--- src/rtl/vga_sync_gen.sv ---
// VGA timing generator: counts pixels/lines on rising edges of the divider's dclk,
// sampled as data in the master clock domain, and emits registered sync/blank/strobe outputs.
module vga_sync_gen #(
  parameter int H_VIS  = 640,
  parameter int H_FP   = 16,
  parameter int H_SYNC = 96,
  parameter int H_BP   = 48,
  parameter int V_VIS  = 480,
  parameter int V_FP   = 10,
  parameter int V_SYNC = 2,
  parameter int V_BP   = 33,
  parameter int CW     = 10
) (
  input  logic          clk,
  input  logic          clr,
  input  logic          dclk,
  output logic [CW-1:0] hc,
  output logic [CW-1:0] vc,
  output logic          hsync,
  output logic          vsync,
  output logic          video_on,
  output logic          pix_tick,
  output logic          frame_start
);

  localparam int H_TOT = H_VIS + H_FP + H_SYNC + H_BP;
  localparam int V_TOT = V_VIS + V_FP + V_SYNC + V_BP;

  localparam logic [CW-1:0] H_LAST  = CW'(H_TOT - 1);
  localparam logic [CW-1:0] V_LAST  = CW'(V_TOT - 1);
  localparam logic [CW-1:0] H_VIS_C = CW'(H_VIS);
  localparam logic [CW-1:0] V_VIS_C = CW'(V_VIS);
  localparam logic [CW-1:0] HS_BEG  = CW'(H_VIS + H_FP);
  localparam logic [CW-1:0] HS_END  = CW'(H_VIS + H_FP + H_SYNC - 1);
  localparam logic [CW-1:0] VS_BEG  = CW'(V_VIS + V_FP);
  localparam logic [CW-1:0] VS_END  = CW'(V_VIS + V_FP + V_SYNC - 1);

  function automatic logic hsync_f(input logic [CW-1:0] h);
    return !((h >= HS_BEG) && (h <= HS_END));
  endfunction

  function automatic logic vsync_f(input logic [CW-1:0] v);
    return !((v >= VS_BEG) && (v <= VS_END));
  endfunction

  function automatic logic video_f(input logic [CW-1:0] h, input logic [CW-1:0] v);
    return (h < H_VIS_C) && (v < V_VIS_C);
  endfunction

  logic          dclk_q;
  logic [CW-1:0] hc_q, hc_d;
  logic [CW-1:0] vc_q, vc_d;
  logic          hsync_q, vsync_q, video_on_q;
  logic          pix_tick_q, frame_start_q;
  logic          tick;

  // Next raster position, committed only on a pixel tick
  always_comb begin
    tick = dclk & ~dclk_q;
    hc_d = hc_q;
    vc_d = vc_q;
    if (hc_q == H_LAST) begin
      hc_d = '0;
      vc_d = (vc_q == V_LAST) ? '0 : vc_q + CW'(1);
    end else begin
      hc_d = hc_q + CW'(1);
    end
  end

  // dclk_q resets high so a dclk already high at release is not taken as an edge
  always_ff @(posedge clk) begin
    if (!clr) begin
      dclk_q        <= 1'b1;
      hc_q          <= H_LAST;
      vc_q          <= V_LAST;
      hsync_q       <= 1'b1;
      vsync_q       <= 1'b1;
      video_on_q    <= 1'b0;
      pix_tick_q    <= 1'b0;
      frame_start_q <= 1'b0;
    end else begin
      dclk_q        <= dclk;
      pix_tick_q    <= tick;
      frame_start_q <= tick && (hc_d == '0) && (vc_d == '0);
      if (tick) begin
        hc_q       <= hc_d;
        vc_q       <= vc_d;
        hsync_q    <= hsync_f(hc_d);
        vsync_q    <= vsync_f(vc_d);
        video_on_q <= video_f(hc_d, vc_d);
      end
    end
  end

  assign hc          = hc_q;
  assign vc          = vc_q;
  assign hsync       = hsync_q;
  assign vsync       = vsync_q;
  assign video_on    = video_on_q;
  assign pix_tick    = pix_tick_q;
  assign frame_start = frame_start_q;

endmodule

--- config.mk ---
export PLATFORM = sky130hd
export DESIGN_NAME = vga_sync_gen
export DESIGN_NICKNAME = d
export VERILOG_FILES = /design/src/rtl/vga_sync_gen.sv
export SDC_FILE = /design/constraint.sdc
export NUM_CORES = 1
export LEC_CHECK = 0
export BUFFER_PORTS_ARGS = -buffer_cell sky130_fd_sc_hd__buf_2
export CAP_MARGIN = 15
export CELL_PAD_IN_SITES_DETAIL_PLACEMENT = 1
export CELL_PAD_IN_SITES_GLOBAL_PLACEMENT = 1
export CORE_MARGIN = 2
export CORE_UTILIZATION = 41
export DETAILED_ROUTE_END_ITERATION = 7
export PLACE_DENSITY_LB_ADDON = 0.1
export RECOVER_POWER = 50
export SLEW_MARGIN = 20
export SYNTH_ARGS = -nofsm -noshare
export SYNTH_HDL_FRONTEND = slang
export SYNTH_SLANG_ARGS = --single-unit
--- constraint.sdc ---
create_clock -name clk -period 2.7 [get_ports clk]
set_input_delay 0.27 -clock clk [delete_from_list [all_inputs] [get_ports clk]]
set_output_delay 0.27 -clock clk [all_outputs]
set_load 0.05 [all_outputs]
==> impl_metrics.yaml <==
global_routing:
  grt_pass1_wl_um: 8480
  grt_overflow_total: 0
  antenna_found_initial: 0
  grt_pass1_vias: 1717
  grtUsageTotal_pct: 23.7
  grt_max_degree: 26
final_layout:
  diodes: 0
  final_cell_mix: "26 x dfxtp_1, 25 x nand2_1, 20 x clkbuf_1"
  drive_above_1_share_pct: 13.2
  layout_commonest_cell: "dfxtp_1"
  utilization_pct: 49.2
  synthToLayoutAreaGrowth_pct: 14.7
  instances_no_fill: 300
  stdcell_area_um2: 1980
  nNetsFinal: 259
timing:
  whs_ns: 0.198
  finalSetupTns_ns: 0
  skew_ns: 0.00403
  final-hold-violation-count: 0
  finalSetupViolations: 0
  clock.fmax_mhz: 403
  period_needed_ns: 2.48
  rsz0062_at_grt: "false"
  relSlewSlack_pct: 31.6
  layout_setup_ws_ns: 0.220
  finalCritPeriodShare_pct: 91.8
  worstMarginPinSlew_ns: 1.03
  slew_viol_final: 0
setup_path:
  worstPathMaxFanout: 12
  end_kind: "flop"
  critPathKind: "reg -> reg"
  critPathLaunchType: "flop"
  cp.required_ns: 2.89
  arrival_ns: 2.67
die:
  die_h_um: 68.9
  ios: 28
  initial_core_util_pct: 42.9
  row_count: 23
  die_area_um2: 4750
  die_width_um: 68.9
  core_um2: 4030
clocking:
  clock_latency_ns: 0.27
  cts-root-buf: "clkbuf_8"
  clkSinkCount: 26
  cts_max_level: 1
  clk_pin_slew_worst_paths_ns: 0.10
  cts_tree: "yes"
  clock_path_buffers: 2
  numCtsBuffers: 3
power:
  finalPower_mw: 0.948
  powerDensity_nw_per_um2: 478
  leakage_nw: 0.787
  vdd_drop_max_v: 0.000229
placement:
  pre_cts_slack_ns: 0.0877
  dp_hpwl_um: 3780
  gp_congestion: 0.855
  portBuffers: 27
  dp_cells: 296
  placedInstanceArea_um2: 1940
synth:
  synth_area_um2: 1730
  synthArstFlopShare_pct: 0
  syn_avg_cell_area_um2: 7.75
  syn_nets: 231
  ys_seq_area_share_pct: 30.1
  ys_warn_count: 0
  synth_cells: 223
  synth_edf_count: 0
  synth.distinct_cells: 53
  synth-seq-cells: 26
  synth_ff_type: "dfxtp_1"
route:
  drt_iter0_drc: 104
  num_vias: 1724
  wirelength_um: 5070
  vias_per_cell: 5.75
  drc: 0
  drtPass1Iterations: 4
  wl_per_cell_um: 16.9
  final_antenna_net_count: 0
run:
  cap_violations: 0
run_status:
  status: "complete, no violations"
min_path:
  hp-class: "in -> reg"
area by class of cell:
type | instances | area (um2)
clock buffers | 4 | 55.1
fillers | 547 | 2050
inverters | 4 | 15.0
multi-input cells | 177 | 1130
flip-flops and latches | 26 | 520
well taps | 50 | 62.6
repair buffers | 39 | 200
power by group:
part	internal, mW	switching (mW)
clock	0.131	0.130
sequential	0.395	0.0135
combinational	0.0921	0.186
registers in the layout, indices dropped and copies added (netlist names):
signal and count:
dclk_q 1, frame_start 1, hc 10, hsync 1, pix_tick 1, vc 10
video_on 1, vsync 1
kinds of logic after synthesis:
logic type / after synthesis / share of synthesized area [%]
xor gates and xnor gates: 13 / 6.58
adders and majority gates: 5 / 3.62
DFF: 26 / 30.1
and+or+nand+nor: 110 / 35.3
AOI/OAI and AO/OA: 49 / 19.0
buffers and inverters: 20 / 5.35
critical path: stages (launching register included):
cell     delay (ns)
dfxtp_1        0.41
or3b_4         0.42
or4_4          0.53
nor3_2         0.24
xor2_1         0.08
or4_1          0.53
nor4_4         0.17
synthesized netlist by cell type (2+ instances only):
cell type	n	area share, %
dfxtp_1	26	30
nand2_1	25	5.4
nand3_1	17	4.9
o21ai_0	14	4.1
nor3_1	13	3.8
clkbuf_1	12	2.6
a21oi_1	8	2.3
and2_1	7	2.5
and3_1	7	2.5
nor2_1	7	1.5
xnor2_1	7	3.5
nand4_1	6	2.2
or3_1	6	2.2
xor2_1	6	3.0
a21boi_0	5	2.2
ha_1	5	3.6
inv_1	4	0.87
nor2b_1	4	1.4
o211ai_1	4	1.7
nand2b_1	3	1.1
buf_2	2	0.58
buf_6	2	1.3
o21ai_1	2	0.58
or4_1	2	0.87
path summary, 6_finish.rpt:
| path | start | endpoint | slack [ns] | cells after the start |
|---|---|---|---|---|
| worst min register to register | hsync | hsync | 0.49 | 2 |
| worst max register to register | hc[9] | frame_start | 0.22 | 6 |
| worst max-delay path | hc[9] | frame_start | 0.22 | 6 |
| worst min-delay path | dclk | dclk_q | 0.20 | 2 |
routing by layer:
layer | routed length, um | GRT usage [%] | vias up
met5 | 0 | 0 | -
met4 | 38 | 5.15 | 0
met3 | 162 | 1.95 | 4
met2 | 2320 | 37.6 | 35
met1 | 2550 | 34.7 | 834
li1 | - | - | 851
timing repair:
| item | 4_1_cts | 5_1_grt |
|---|---|---|
| hold buffers | 0 | 0 |
| endpoints found under the setup margin | 0 | 1 |
| setup buffers | 0 | 0 |
| resized for setup | 0 | 2 |
Power figures use the tool's default switching activity.
